## src/rtl/wb_stage_if.sv

```systemverilog
// MEM/WB pipeline bus plus the register-bank write port driven by the writeback stage.
interface wb_stage_if #(
  parameter int unsigned WIDTH_ADDR_LENGTH = 5,
  parameter int unsigned WIDTH_DATA_LENGTH = 32
);
  logic                         Stall;
  logic                         Flush;
  logic                         MemValid;
  logic                         MemRegWEn;
  logic [WIDTH_ADDR_LENGTH-1:0] MemAddrD;
  logic [1:0]                   MemWBSel;
  logic [2:0]                   MemFunct3;
  logic [1:0]                   MemByteOff;
  logic [WIDTH_DATA_LENGTH-1:0] MemALUOut;
  logic [WIDTH_DATA_LENGTH-1:0] MemLoadData;
  logic [WIDTH_DATA_LENGTH-1:0] MemPC;
  logic                         RegWEn;
  logic [WIDTH_ADDR_LENGTH-1:0] AddrD;
  logic [WIDTH_DATA_LENGTH-1:0] DataD;
  logic                         WbValid;
  logic [WIDTH_DATA_LENGTH-1:0] RetireCount;

  // Upstream pipeline / environment side
  modport master (
    output Stall, Flush, MemValid, MemRegWEn, MemAddrD, MemWBSel, MemFunct3,
           MemByteOff, MemALUOut, MemLoadData, MemPC,
    input  RegWEn, AddrD, DataD, WbValid, RetireCount
  );

  // Writeback stage side
  modport slave (
    input  Stall, Flush, MemValid, MemRegWEn, MemAddrD, MemWBSel, MemFunct3,
           MemByteOff, MemALUOut, MemLoadData, MemPC,
    output RegWEn, AddrD, DataD, WbValid, RetireCount
  );
endinterface

```

## src/rtl/wb_stage.sv

```systemverilog
// Writeback stage: latches MEM/WB fields, aligns/extends load data, selects the
// writeback source and drives the register-bank write port. Also counts retired
// instructions.
module wb_stage #(
  parameter int unsigned WIDTH_ADDR_LENGTH = 5,
  parameter int unsigned WIDTH_DATA_LENGTH = 32
) (
  input logic     clk,
  input logic     rst_n,
  wb_stage_if.slave bus
);

  localparam int unsigned AW = WIDTH_ADDR_LENGTH;
  localparam int unsigned DW = WIDTH_DATA_LENGTH;

  localparam logic [1:0] WBSEL_LOAD = 2'd0;
  localparam logic [1:0] WBSEL_ALU  = 2'd1;
  localparam logic [1:0] WBSEL_PC4  = 2'd2;

  localparam logic [2:0] F3_LB  = 3'b000;
  localparam logic [2:0] F3_LH  = 3'b001;
  localparam logic [2:0] F3_LBU = 3'b100;
  localparam logic [2:0] F3_LHU = 3'b101;

  logic          r_valid;
  logic          r_regwen;
  logic [AW-1:0] r_addrd;
  logic [1:0]    r_wbsel;
  logic [2:0]    r_funct3;
  logic [1:0]    r_off;
  logic [DW-1:0] r_alu;
  logic [DW-1:0] r_load;
  logic [DW-1:0] r_pc;
  logic [DW-1:0] r_retire_count;

  logic [7:0]    w_byte;
  logic [15:0]   w_half;
  logic [DW-1:0] w_load_aligned;
  logic [DW-1:0] w_data;

  // Stage registers: flush inserts a bubble (wins over stall), stall holds
  always_ff @(posedge clk or negedge rst_n) begin
    if (!rst_n) begin
      r_valid  <= 1'b0;
      r_regwen <= 1'b0;
      r_addrd  <= '0;
      r_wbsel  <= '0;
      r_funct3 <= '0;
      r_off    <= '0;
      r_alu    <= '0;
      r_load   <= '0;
      r_pc     <= '0;
    end else if (bus.Flush) begin
      r_valid <= 1'b0;
    end else if (!bus.Stall) begin
      r_valid  <= bus.MemValid;
      r_regwen <= bus.MemRegWEn;
      r_addrd  <= bus.MemAddrD;
      r_wbsel  <= bus.MemWBSel;
      r_funct3 <= bus.MemFunct3;
      r_off    <= bus.MemByteOff;
      r_alu    <= bus.MemALUOut;
      r_load   <= bus.MemLoadData;
      r_pc     <= bus.MemPC;
    end
  end

  // Retired-instruction counter: counts valid instructions entering the stage
  always_ff @(posedge clk or negedge rst_n) begin
    if (!rst_n) begin
      r_retire_count <= '0;
    end else if (!bus.Flush && !bus.Stall && bus.MemValid) begin
      r_retire_count <= r_retire_count + DW'(1);
    end
  end

  // Load alignment and sign/zero extension from the captured word
  always_comb begin
    w_byte         = r_load[7:0];
    w_half         = r_load[15:0];
    w_load_aligned = r_load;
    case (r_off)
      2'd0:    w_byte = r_load[7:0];
      2'd1:    w_byte = r_load[15:8];
      2'd2:    w_byte = r_load[23:16];
      default: w_byte = r_load[31:24];
    endcase
    w_half = r_off[1] ? r_load[31:16] : r_load[15:0];
    case (r_funct3)
      F3_LB:   w_load_aligned = {{(DW-8){w_byte[7]}}, w_byte};
      F3_LBU:  w_load_aligned = {{(DW-8){1'b0}}, w_byte};
      F3_LH:   w_load_aligned = {{(DW-16){w_half[15]}}, w_half};
      F3_LHU:  w_load_aligned = {{(DW-16){1'b0}}, w_half};
      default: w_load_aligned = r_load;
    endcase
  end

  // Writeback source select
  always_comb begin
    w_data = '0;
    case (r_wbsel)
      WBSEL_LOAD: w_data = w_load_aligned;
      WBSEL_ALU:  w_data = r_alu;
      WBSEL_PC4:  w_data = r_pc + DW'(4);
      default:    w_data = '0;
    endcase
  end

  // Write port: never issue a write to x0
  assign bus.RegWEn      = r_valid & r_regwen & (r_addrd != '0);
  assign bus.AddrD       = r_addrd;
  assign bus.DataD       = w_data;
  assign bus.WbValid     = r_valid;
  assign bus.RetireCount = r_retire_count;

endmodule

```

## src/flat_wrapper.sv

```systemverilog
// flat-port wrapper written by rule: the top's interface ports become plain ports
module wb_stage_flat 
#(
  parameter int unsigned WIDTH_ADDR_LENGTH = 5,
  parameter int unsigned WIDTH_DATA_LENGTH = 32
)
  (clk, rst_n, bus_Stall, bus_Flush, bus_MemValid, bus_MemRegWEn, bus_MemAddrD, bus_MemWBSel, bus_MemFunct3, bus_MemByteOff, bus_MemALUOut, bus_MemLoadData, bus_MemPC, bus_RegWEn, bus_AddrD, bus_DataD, bus_WbValid, bus_RetireCount);
  wb_stage_if #(.WIDTH_ADDR_LENGTH(WIDTH_ADDR_LENGTH), .WIDTH_DATA_LENGTH(WIDTH_DATA_LENGTH)) bus_i ();
  input logic clk;
  input logic rst_n;
  input wire logic [$bits(bus_i.Stall)-1:0] bus_Stall;
  input wire logic [$bits(bus_i.Flush)-1:0] bus_Flush;
  input wire logic [$bits(bus_i.MemValid)-1:0] bus_MemValid;
  input wire logic [$bits(bus_i.MemRegWEn)-1:0] bus_MemRegWEn;
  input wire logic [$bits(bus_i.MemAddrD)-1:0] bus_MemAddrD;
  input wire logic [$bits(bus_i.MemWBSel)-1:0] bus_MemWBSel;
  input wire logic [$bits(bus_i.MemFunct3)-1:0] bus_MemFunct3;
  input wire logic [$bits(bus_i.MemByteOff)-1:0] bus_MemByteOff;
  input wire logic [$bits(bus_i.MemALUOut)-1:0] bus_MemALUOut;
  input wire logic [$bits(bus_i.MemLoadData)-1:0] bus_MemLoadData;
  input wire logic [$bits(bus_i.MemPC)-1:0] bus_MemPC;
  output wire logic [$bits(bus_i.RegWEn)-1:0] bus_RegWEn;
  output wire logic [$bits(bus_i.AddrD)-1:0] bus_AddrD;
  output wire logic [$bits(bus_i.DataD)-1:0] bus_DataD;
  output wire logic [$bits(bus_i.WbValid)-1:0] bus_WbValid;
  output wire logic [$bits(bus_i.RetireCount)-1:0] bus_RetireCount;
  assign bus_i.Stall = bus_Stall;
  assign bus_i.Flush = bus_Flush;
  assign bus_i.MemValid = bus_MemValid;
  assign bus_i.MemRegWEn = bus_MemRegWEn;
  assign bus_i.MemAddrD = bus_MemAddrD;
  assign bus_i.MemWBSel = bus_MemWBSel;
  assign bus_i.MemFunct3 = bus_MemFunct3;
  assign bus_i.MemByteOff = bus_MemByteOff;
  assign bus_i.MemALUOut = bus_MemALUOut;
  assign bus_i.MemLoadData = bus_MemLoadData;
  assign bus_i.MemPC = bus_MemPC;
  assign bus_RegWEn = bus_i.RegWEn;
  assign bus_AddrD = bus_i.AddrD;
  assign bus_DataD = bus_i.DataD;
  assign bus_WbValid = bus_i.WbValid;
  assign bus_RetireCount = bus_i.RetireCount;
  wb_stage #(.WIDTH_ADDR_LENGTH(WIDTH_ADDR_LENGTH), .WIDTH_DATA_LENGTH(WIDTH_DATA_LENGTH)) u_core (.clk(clk), .rst_n(rst_n), .bus(bus_i));
endmodule
```

## config.mk

```make
export PLATFORM = sky130hd
export DESIGN_NAME = wb_stage_flat
export DESIGN_NICKNAME = d
export VERILOG_FILES = /design/src/rtl/wb_stage_if.sv /design/src/rtl/wb_stage.sv /design/src/flat_wrapper.sv
export SDC_FILE = /design/constraint.sdc
export NUM_CORES = 1
export LEC_CHECK = 0
export CAP_MARGIN = 10
export CORE_MARGIN = 2
export CORE_UTILIZATION = 40
export CTS_BUF_LIST = sky130_fd_sc_hd__clkbuf_2 sky130_fd_sc_hd__clkbuf_4 sky130_fd_sc_hd__clkbuf_8
export DETAILED_ROUTE_END_ITERATION = 10
export GPL_ROUTABILITY_DRIVEN = 0
export GPL_TIMING_DRIVEN = 0
export PLACE_DENSITY = 0.75
export SKIP_CTS_REPAIR_TIMING = 1
export SLEW_MARGIN = 40
export SYNTH_ARGS = -nofsm -noshare
export SYNTH_HDL_FRONTEND = slang
export SYNTH_SLANG_ARGS = --single-unit
```

## constraint.sdc

```tcl
create_clock -name clk -period 2.5 [get_ports clk]
set_input_delay 0.5 -clock clk [delete_from_list [all_inputs] [get_ports clk]]
set_output_delay 0.5 -clock clk [all_outputs]
set_load 0.01 [all_outputs]
```

[Word-level counts from Yosys, hierarchy flattened]
Index checks and enable logic that the tools add are counted.
Cells by class
  $add $sub $neg: 2
  equality and inequality tests: 8
  mux-type cells: 6
  bitwise gates (word level): 4
  reduce and logical (&&, ||, !) cells: 9
Operators by type and width (count)
  one-hot mux 32 bit (4 select lines): 1
  one-hot mux 32 bit (3 select lines): 1
  adder 32 x 1 -> 32 bit, second input constant: 1
  adder 32 x 3 -> 32 bit, second input constant: 1
  one-hot mux 8 bit (3 select lines): 1
  two-way mux 16 bit: 1
  equality test 3 bit, second input constant: 2
  nonzero test 5 bit: 1
  equality test 2 x 1 -> 1 bit, second input constant: 2
  equality test 2 bit, second input constant: 2
  zero test 2 bit: 2
  equality test 3 x 1 -> 1 bit, second input constant: 1
  zero test 3 bit: 1
  AND 1 bit: 2
  logical AND 1 bit: 2
  zero test 1 bit: 2
  two-way mux 1 bit: 2
  != test 2 x 1 -> 1 bit, second input constant: 1
  inverter 1 bit: 2
  AND reduction 2 bit: 1
Word-level totals
  register bits after elaboration: 142
  bits of input ports: 114
  output and inout port bits: 71
  logic and storage cells: 39

[Longest topological paths before layout]
Gate-level depths: netlist of the first run.
  depth in word-level cells: 4
  mapped depth: 7

[Worst setup path before layout of the first run]
Ideal clock, no wire load.
  path kind: reg-to-output
  start point: register u_core.r_pc[2]
  end point: output bus_DataD[28]
  data arrival time: 1674 ps
  path slack: 326 ps
  stages on the path, launching flop included: 7
  cells stage by stage: dfrtp_1 > ha_1 > nand4_1 > nor3_1 > nand3_1 > xor2_1 > o21ai_0
Between the ends
  longest elaborated chain between the ends: 2
Ends and longest elaborated chain
  start: declaration: line wb_stage.sv:33  | logic [DW-1:0] r_pc;
  start signal: assignment: line wb_stage.sv:64  | r_pc <= bus.MemPC;
  adder 32 x 3 -> 32 bit: line wb_stage.sv:104  | WBSEL_PC4: w_data = r_pc + DW'(4);
  one-hot mux 32 bit (3 select lines): line wb_stage.sv:101  | case (r_wbsel)
  end: declaration: line flat_wrapper.sv:24  | output wire logic [$bits(bus_i.DataD)-1:0] bus_DataD;
Every way passes these cells.

[Worst setup path in the final report of the first run]
  start point: register u_core.r_pc[2]
  end point: output bus_DataD[20]
The elaborated chain is that of the path after synthesis.

==> results of run 1 <==
-- registers in the layout (all words and copies together) (netlist names) --
name	cells
u_core.r_pc	32
u_core.bus.AddrD	5
u_core.r_off	2
u_core.r_load	32
u_core.r_regwen	1
u_core.r_alu	32
u_core.bus.RetireCount	32
u_core.r_funct3	3
u_core.bus.WbValid	1
u_core.r_wbsel	2
-- worst paths after layout --
kind                                                 start                    endpoint  cells past startpoint
worst min register to register  u_core.bus.RetireCount[31]  u_core.bus.RetireCount[31]                      1
worst max register to register   u_core.bus.RetireCount[0]  u_core.bus.RetireCount[10]                      6
worst max-delay path                        u_core.r_pc[2]               bus_DataD[20]                     10
max in group asynchronous                            rst_n          u_core.r_funct3[0]                      3
min in group asynchronous                            rst_n  u_core.bus.RetireCount[21]                      2
worst min-delay path            u_core.bus.RetireCount[31]  u_core.bus.RetireCount[31]                      1
-- per-layer routing --
| layer | global-route usage | wire length [um] | share of wire |
|---|---|---|---|
| met1 | 0.303 | 9770 | 0.40 |
| met2 | 0.361 | 11800 | 0.49 |
| met3 | 0.0490 | 1670 | 0.069 |
| met4 | 0.0867 | 1020 | 0.042 |
| met5 | 0 | 0 | 0 |
-- power groups by stage --
stage / Combinational (mW) / Clock (mW) / Sequential (mW)
3_5_place_dp: 1.91 / 0 / 2.94
5_1_grt: 2.43 / 2.09 / 2.97
6_report: 2.29 / 1.98 / 2.93
2_1_floorplan: 0.999 / 0 / 2.85
3_3_place_gp: 1.87 / 0 / 2.93
4_1_cts: 1.92 / 1.99 / 2.89
-- placed cells by master (no fill, tap or decap), types with 6 or more instances in the layout --
master | netlist | layout
clkdlybuf4s50_1 | 0 | 150
dfrtp_1 | 142 | 131
mux2_2 | 104 | 101
nand2_1 | 49 | 48
nor2_1 | 44 | 35
buf_4 | 0 | 32
xor2_1 | 29 | 29
xnor2_1 | 28 | 28
nand3_1 | 27 | 23
a21oi_1 | 25 | 20
o21ai_0 | 32 | 19
buf_2 | 3 | 18
clkbuf_2 | 0 | 17
clkbuf_8 | 0 | 17
inv_1 | 16 | 16
clkbuf_1 | 31 | 16
a22oi_1 | 18 | 15
buf_6 | 0 | 15
nand4_1 | 14 | 14
o22ai_1 | 12 | 11
dfrtp_2 | 0 | 11
o21ai_1 | 0 | 10
nor3_1 | 14 | 9
nor2_4 | 0 | 7
clkinv_4 | 0 | 7
o211ai_1 | 6 | 6
-- logic make-up (layout without fill, tap and decap cells) --
logic type | count (synthesis) | after routing | share of synthesized area
DFF | 142 | 142 | 0.488
buffers and inverters | 54 | 315 | 0.0284
xor gates and xnor gates | 57 | 57 | 0.0686
muxes | 109 | 109 | 0.169
adders and majority gates | 2 | 2 | 0.00344
and+or+nand+nor | 194 | 194 | 0.137
AOI/OAI and AO/OA | 120 | 120 | 0.105
-- per-stage QoR --
| step | cells | hold slack, ns | power [mW] | setup slack [ns] |
|---|---|---|---|---|
| 2_1_floorplan | 678 | 0.204 | 3.85 | 0.326 |
| 3_3_place_gp | 1091 | 0.457 | 4.80 | -4.82 |
| 3_5_place_dp | 1093 | 0.370 | 4.84 | -0.668 |
| 4_1_cts | 1125 | -0.128 | 6.80 | -1.20 |
| 5_1_grt | 1168 | 0.480 | 7.48 | -0.500 |
| 6_report | 1168 | 0.464 | 7.20 | -0.400 |
-- cells in the mapped netlist (3+ instances only) --
cell	instances	area, um2
and2_1	3	18.8
and3_1	8	50.1
nor3_1	14	70.1
dfrtp_1	142	3550
a221o_1	4	40.0
nor2_1	44	165
buf_1	3	11.3
or2_2	5	31.3
o21ai_0	32	160
xor2_1	29	254
nand3_1	27	135
xnor2_1	28	245
mux2i_1	4	40.0
a31oi_1	5	31.3
buf_2	3	15.0
a21oi_1	25	125
and4_1	4	35.0
inv_1	16	60.1
nor3b_1	3	22.5
clkbuf_1	31	116
nand2b_1	3	18.8
o22ai_1	12	75.1
o221ai_1	6	52.6
nor4_1	4	25.0
a22oi_1	18	135
mux2_2	104	1170
o211ai_1	6	45.0
nor2b_1	4	25.0
nand2_1	49	184
nand4_1	14	87.6
-- layout make-up --
class,instances,area (um2),area share
Clock buffer,17,234,0.0219
Buffer,36,211,0.0198
Tap cell,229,287,0.0269
Inverter,17,67.6,0.00633
Multi-Input combinational cell,482,3960,0.371
Timing Repair Buffer,230,2150,0.202
Clock inverter,15,189,0.0177
Sequential cell,142,3570,0.334
==> reports/metrics.csv, run 1 <==
stage,metric,value,unit
setup_path,Most common cell on crit path,buf_6,
sta,final hold vios,0,
logic_synthesis,Yosys warnings,0,
setup_path,Crit-path slowest cell,dfrtp_1,
logic_synthesis,Synth Area per Inst,10.7,um2
sta,TNS Setup,-6.40,ns
logic_synthesis,register area share after synthesis,0.488,
hold_path,Hold/Removal Path Class,reg -> reg,
sta,clk_skew,0.00698,ns
pwr,clock share of power,0.275,
drt,initial detailed-routing violation count,727,
setup_path,startpoint class of the critical path,register,
job,Max Cap Viol,0,
drt,"antenna viol nets, final",0,
drt,DRT Wirelength,24300,um
die,IO Pins,185,
setup_path,R2R setup slack,0.48,ns
placement,total placed instance area,9470,um2
layout,nets,1042,
sta,RSZ-0062 raised after global routing,true,
layout,Layout Area Growth over Synthesis,46.6,%
die,die area,19300,um2
pwr,Pleak,4.41,nW
setup_path,WS Path Type,reg -> out,
die,Initial Utilization,0.407,
global_route,initial antenna violation count,0,
die,die height,139,um
global_route,first-pass GRT wire length,34000,um
logic_synthesis,Syn Nets,794,
clock_network,CTS tree,built,
pwr,internal power,4.75,mW
setup_path,"CP delay by family, top",buffers and inverters,
layout,post-layout util,0.596,
setup_path,crit path DAT,2.40,ns
pwr,Logic pwr share,0.318,
clock_network,clock slew at reported path FFs,0.09,ns
sta,Rel. slew slack,0.515,
sta,Slew Limit Fails,0,
setup_path,worst path required time,2.00,ns
drt,DR pass1 iterations,7,
pwr,sequential share of power,0.407,
die,Core ar.,17900,um2
placement,port bufs,184,
setup_path,CP endpoint kind,primary output,
clock_network,H-tree Lvls,4,
die,Die W,139,um
sta,fmax,0.345,GHz
global_route,total grt overflow,0,
pwr,Power Dens Cells,675,nW/um2
pwr,NetSw,2.45,mW
logic_synthesis,Synth cell types,51,
sta,worst setup margin,-0.400,ns
sta,post-layout minimum cycle time,2.90,ns
logic_synthesis,ys flop type,dfrtp_1,
clock_network,clock buffer depth,2,
logic_synthesis,Yosys reg bits,142,
die,# rows,49,
setup_path,CP max FO,4,
global_route,vias in the first global route,6221,
drt,drt wl/cell,20.8,um
logic_synthesis,asr flop ratio synth,1.00,
clock_network,clock latency at the later pin of the worst-skew pair,0.47,ns
logic_synthesis,"Cell Area, Synth",7280,um2
layout,# diodes,0,
pwr,Peak VDD IR,428,uV
pwr,Net Sw Frac,0.341,
run_status,status,"finished, violations left",
layout,final instance area,10700,um2
layout,Layout fillers,1483,
drt,vias per inst,5.75,
clock_network,TritonCTS Buffers,17,
clock_network,Sink Count,142,
drt,DRC Markers,0,
logic_synthesis,Syn Inst Count,678,
logic_synthesis,"EDFF count, synth",0,
sta,crit share post-route,1.16,
clock_network,clock root cell,clkbuf_8,
placement,hpwl dp,16600,um
setup_path,WP buf/inv,4,
sta,slew of the pin with the lowest slew margin,0.727,ns
sta,final setup vio count,28,
global_route,pin count of the biggest net entering global routing,68,
run_status,failing checks,setup timing,
setup_path,CP max stage delay,0.43,ns
drt,via count,6713,
global_route,gr usage total,0.226,
setup_path,critical path cell sequence,"ha_4, nand4_1, buf_6, nor3_4, buf_6, buf_6, nand3_2, xor2_1, o22ai_1, buf_2",
layout,ratio of cells with drive above 1 in the final layout,0.337,
Note: power is estimated with default switching activity, not from simulation.
==> run 2, diff against run 1 <==
CORE_UTILIZATION = 50   (was 40)
GPL_TIMING_DRIVEN = not set   (was 0)
PLACE_DENSITY = 0.89   (was 0.75)
==> run 2 against run 1 <==
Compared with the run above:
- the run still ends with setup timing left
- sequential share of layout area shrank 0.20 points
- die area shrank 19%
- clock-buffer cell count grew 1
- worst setup slack gained 0.090 ns
- critical path depth shrank 3
- cell count shrank 2.6%
- sequential power is essentially flat
- utilization grew 15 points
- routed wire length grew 0.40%
- combinational power grew 3%
- first-iteration DRC count grew 0.41%
- worst hold slack lost 0.44 ns
- largest cell class unchanged
- largest power group unchanged
- highest routed layer unchanged
==> reports/metrics.csv, run 2 (synthesis gave the netlist of run 1 again) <==
stage,metric,value,unit
run_status,status,"finished, violations left",
run_status,failing checks,setup timing,
drt,drt wl/cell,21.4,um
drt,DR pass1 iterations,7,
clock_network,TritonCTS Buffers,17,
setup_path,"CP delay by family, top",buffers and inverters,
sta,hold_ws,0.0237,ns
global_route,pin count of the biggest net entering global routing,64,
pwr,Peak VDD IR,427,uV
global_route,first-pass GRT wire length,34900,um
placement,port bufs,184,
sta,final hold vios,0,
clock_network,H-tree Lvls,4,
die,Core ar.,14400,um2
global_route,total grt overflow,0,
drt,top layer in use,met4,
pwr,total power,7.10,mW
drt,initial detailed-routing violation count,730,
setup_path,CP endpoint kind,primary output,
drt,met3 routed WL,1790,um
setup_path,startpoint class of the critical path,register,
setup_path,critical path cell sequence,"buf_6, buf_4, mux2i_1, nand2b_1, a31oi_4, a221o_1, buf_2",
sta,Slew Limit Fails,0,
layout,final instance count without filler cells,1138,
layout,"commonest non-fill, non-tap cell in the layout",clkdlybuf4s50_1,
die,die area,15500,um2
setup_path,crit path DAT,2.31,ns
job,Max Cap Viol,0,
setup_path,WP buf/inv,3,
drt,"antenna viol nets, final",0,
sta,Rel. slew slack,0.584,
setup_path,CP max stage delay,0.43,ns
layout,Layout Area Growth over Synthesis,47.1,%
clock_network,clock latency at the later pin of the worst-skew pair,0.46,ns
setup_path,R2R setup slack,0.52,ns
setup_path,Worst Setup SP,u_core.r_off[1],
clock_network,clock buffer depth,2,
sta,worst setup margin,-0.310,ns
sta,slew of the pin with the lowest slew margin,0.624,ns
layout,# diodes,0,
setup_path,worst r2r src,u_core.bus.RetireCount[0],
setup_path,worst path required time,2.00,ns
clock_network,Sink Count,142,
drt,Metal-1 WL,9410,um
global_route,vias in the first global route,6669,
sta,RSZ-0062 raised after global routing,true,
die,die height,125,um
sta,clk_skew,0.00840,ns
sta,fmax,0.356,GHz
die,Die W,125,um
drt,via count,6926,
drt,vias per inst,6.09,
placement,Cells after DPL,1093,
die,Initial Utilization,0.507,
sta,post-layout minimum cycle time,2.81,ns
setup_path,R2R Path End,u_core.bus.RetireCount[22],
global_route,gr usage total,0.288,
pwr,Power Dens Cells,663,nW/um2
layout,post-layout util,0.746,
die,# rows,44,
drt,metal2 WL,11900,um
sta,final setup vio count,29,
clock_network,CTS tree,built,
layout,nets,1057,
layout,ratio of cells with drive above 1 in the final layout,0.356,
setup_path,Worst Reg-to-Reg Cells,6,
layout,most frequent cells in the layout,"150 x clkdlybuf4s50_1, 137 x dfrtp_1, 99 x mux2_2, 78 x buf_4, 48 x nand2_1",
drt,DRC Markers,0,
setup_path,CP max FO,8,
clock_network,clock root cell,clkbuf_8,
die,IO Pins,185,
global_route,initial antenna violation count,0,
pwr,Pleak,4.51,nW
setup_path,Crit-path slowest cell,dfrtp_2,
setup_path,WS Path Type,reg -> out,
drt,DRT Wirelength,24400,um
clock_network,clock slew at reported path FFs,0.08,ns
hold_path,Hold/Removal Path Class,in -> async,
sta,crit share post-route,1.12,
placement,hpwl dp,16500,um
==> run 2: changes by cell type in the layout (fill, tap and decap cells not counted), sizes merged <==
cell          change
clkinvlp          +2
buf              +50
nand2b            +1
inv               -2
dlymetal6s2s      -2
dlygate4sd3       -1
clkbuf           -32
bufinv            -1
==> run 2: worst reg2reg max path, delay by kind of cell (launching register included) <==
family | cells | cell delay [ns]
flops | 1 | 0.46
fa+ha+maj | 1 | 0.25
buf+inv | 1 | 0.07
xor+xnor | 1 | 0.20
simple gates | 3 | 0.92
==> run 2: routing by layer <==
layer  track usage  vias up
li1              -     2967
met1         0.366     3433
met2         0.458      415
met3        0.0679      111
met4         0.152        0
met5             0        -
==> run 2: final cells by class <==
cell class | instances | area, um2
Sequential cell | 142 | 3560
Multi-Input combinational cell | 483 | 3910
Clock buffer | 18 | 248
Tap cell | 184 | 230
Fill cell | 838 | 3660
Timing Repair Buffer | 280 | 2560
Clock inverter | 14 | 145
Inverter | 17 | 67.6
==> run 2: per-stage QoR <==
stage / TNS [ns] / instance area (um2) / setup WS (ns)
6_report: -4.47 / 10700 / -0.310
3_5_place_dp: -2.39 / 9940 / -0.209
2_1_floorplan: 0 / 7280 / 0.326
3_3_place_gp: -1.10 / 9940 / -0.156
4_1_cts: -18.36 / 10300 / -0.713
5_1_grt: -7.14 / 10700 / -0.368
==> run 2: worst max-delay path by stage <==
| stage | cells after the start | end | slack, ns |
|---|---|---|---|
| finish | 7 | bus_DataD[8] | -0.31 |
| global route | 5 | bus_DataD[11] | -0.37 |
| CTS | 6 | bus_DataD[18] | -0.71 |
| detailed placement | 6 | bus_DataD[18] | -0.21 |
| global placement | 6 | bus_DataD[18] | -0.16 |
| floorplan | 6 | bus_DataD[28] | 0.33 |
==> run 2: power breakdown <==
| group | total (mW) | internal (mW) | switching [mW] |
|---|---|---|---|
| Combinational | 2.36 | 1.20 | 1.15 |
| Clock | 1.84 | 0.908 | 0.931 |
| Sequential | 2.91 | 2.59 | 0.315 |
==> run 3, diff against run 2 <==
CELL_PAD_IN_SITES_DETAIL_PLACEMENT = 1   (was not set)
CELL_PAD_IN_SITES_GLOBAL_PLACEMENT = 1   (was not set)
CORE_UTILIZATION = 39   (was 50)
PLACE_DENSITY = 0.9   (was 0.89)
SLEW_MARGIN = not set   (was 40)
==> run 3 against run 2 <==
Compared with the run above:
- the flow still finishes with violations (setup timing)
- die area increased by 27%
- first-iteration DRC count decreased by 21%
- sequential cell count unchanged
- power increased by 5.8%
- sequential power increased by 1%
- final area increased by 3.2%
- sequential share of layout area decreased by 1.1 points
- non-clock buffer count increased by 19
- worst setup slack got worse by 0.14 ns
- utilization decreased by 14 points
- clock skew increased by 0.0070 ns
- critical path type unchanged
- largest power group unchanged
==> reports/metrics.csv, run 3 (synthesis gave the netlist of run 1 again) <==
stage,metric,value,unit
run_status,status,"finished, violations left",
run_status,failing checks,setup timing,
setup_path,crit path DAT,2.45,ns
hold_path,Worst Hold Launch,u_core.bus.RetireCount[31],
pwr,clock share of power,0.252,
setup_path,WS Path Type,reg -> out,
sta,clk_skew,0.0154,ns
sta,worst setup margin,-0.448,ns
global_route,initial antenna violation count,2,
die,Core ar.,18100,um2
clock_network,clock slew at reported path FFs,0.09,ns
setup_path,CP endpoint kind,primary output,
setup_path,Worst Setup SP,u_core.r_off[0],
sta,Slew Limit Fails,0,
clock_network,clock root cell,clkbuf_8,
drt,drt wl/cell,27.1,um
sta,fmax,0.339,GHz
die,# rows,49,
global_route,pin count of the biggest net entering global routing,51,
setup_path,R2R setup slack,0.39,ns
clock_network,Sink Count,142,
layout,most frequent cells in the layout,"150 x clkdlybuf4s50_1, 140 x dfrtp_1, 101 x mux2_2, 94 x buf_4, 48 x nand2_1",
pwr,internal power,4.73,mW
setup_path,worst path required time,2.00,ns
clock_network,CTS tree,built,
global_route,first-pass GRT wire length,42100,um
global_route,total grt overflow,0,
layout,Layout fillers,1902,
clock_network,clock buffer depth,2,
clock_network,TritonCTS Buffers,17,
setup_path,worst r2r src,u_core.bus.RetireCount[11],
pwr,Net Sw Frac,0.371,
global_route,vias in the first global route,7439,
pwr,Logic pwr share,0.355,
setup_path,CP max stage delay,0.60,ns
placement,port bufs,184,
placement,total placed instance area,10100,um2
job,Max Cap Viol,0,
die,die height,141,um
pwr,NetSw,2.79,mW
drt,via count,7281,
drt,initial detailed-routing violation count,575,
pwr,Pleak,4.64,nW
setup_path,Crit-path slowest cell,mux4_2,
drt,DRC Markers,0,
sta,post-layout minimum cycle time,2.95,ns
pwr,sequential share of power,0.392,
layout,nets,1075,
pwr,Peak VDD IR,354,uV
clock_network,H-tree Lvls,4,
drt,DRT Wirelength,32600,um
setup_path,Worst Reg-to-Reg Cells,5,
placement,hpwl dp,20000,um
setup_path,CP max FO,2,
die,Die W,141,um
drt,"antenna viol nets, final",0,
die,die area,19800,um2
clock_network,clock latency at the later pin of the worst-skew pair,0.48,ns
pwr,Power Dens Cells,680,nW/um2
setup_path,Most common cell on crit path,buf_6,
hold_path,Worst Hold Path EP,u_core.bus.RetireCount[31],
pwr,total power,7.51,mW
sta,Rel. slew slack,0.670,
layout,ratio of cells with drive above 1 in the final layout,0.391,
sta,slew of the pin with the lowest slew margin,0.490,ns
sta,crit share post-route,1.18,
die,IO Pins,185,
drt,vias per inst,6.06,
sta,final hold vios,0,
layout,"commonest non-fill, non-tap cell in the layout",clkdlybuf4s50_1,
placement,dpl ws,-0.244,ns
setup_path,startpoint class of the critical path,register,
drt,DR pass1 iterations,5,
sta,RSZ-0062 raised after global routing,true,
layout,final instance area,11100,um2
hold_path,Hold Crit Depth,1,
global_route,gr usage total,0.276,
hold_path,Hold/Removal Path Class,reg -> reg,
layout,Layout Area Growth over Synthesis,51.8,%
die,Initial Utilization,0.401,
setup_path,R2R Path End,u_core.bus.RetireCount[27],
setup_path,critical path cell sequence,"mux4_2, buf_6, a21oi_4, buf_6, a211o_1, o21ai_1, buf_2",
sta,final setup vio count,32,
-- run 3: worst max-delay path by stage --
stage	to	slack (ns)
floorplan	bus_DataD[28]	0.33
global placement	bus_DataD[27]	-0.15
detailed placement	bus_DataD[12]	-0.24
CTS	bus_DataD[12]	-0.77
global route	bus_DataD[20]	-0.53
finish	bus_DataD[14]	-0.45
-- run 3: layout make-up --
| class | instances | area [um2] | area share |
|---|---|---|---|
| multi-input cells | 482 | 4080 | 0.369 |
| flip-flops and latches | 142 | 3560 | 0.322 |
| repair buffers | 299 | 2680 | 0.243 |
| well taps | 229 | 287 | 0.0259 |
| clock buffers | 19 | 255 | 0.0231 |
| clock inverters | 13 | 128 | 0.0115 |
| inverters | 17 | 63.8 | 0.00577 |
| diodes | 1 | 2.50 | 0.000226 |
-- run 3: power by group through the flow --
stage,logic [mW],registers [mW],clock network (mW)
6_report,2.67,2.95,1.90
5_1_grt,2.79,2.97,2.00
4_1_cts,2.30,2.88,1.89
3_5_place_dp,2.26,2.92,0
3_3_place_gp,2.17,2.88,0
2_1_floorplan,0.999,2.85,0
-- run 3: critical path: cells and delay by family (launching register included) --
| family | cells | cell delay [ns] |
|---|---|---|
| mux | 1 | 0.60 |
| compound gates | 3 | 0.49 |
| buf+inv | 3 | 0.44 |
| flops | 1 | 0.44 |
-- run 3: routing by layer --
layer,GRT usage,share of wire,vias up
met5,0,0.00040,-
met4,0.107,0.051,2
met3,0.0577,0.060,124
met2,0.469,0.51,423
met1,0.347,0.38,3727
li1,-,-,3005
-- run 3: metrics by stage --
stage / hold WS [ns] / std cells / utilization / setup TNS (ns)
finish: 0.493 / 1202 / 0.609 / -9.27
global route: 0.502 / 1202 / 0.609 / -11.55
CTS: -0.0504 / 1182 / 0.575 / -21.20
detailed placement: 0.471 / 1150 / 0.554 / -3.46
global placement: 0.459 / 1150 / 0.554 / -1.50
floorplan: 0.204 / 678 / - / 0
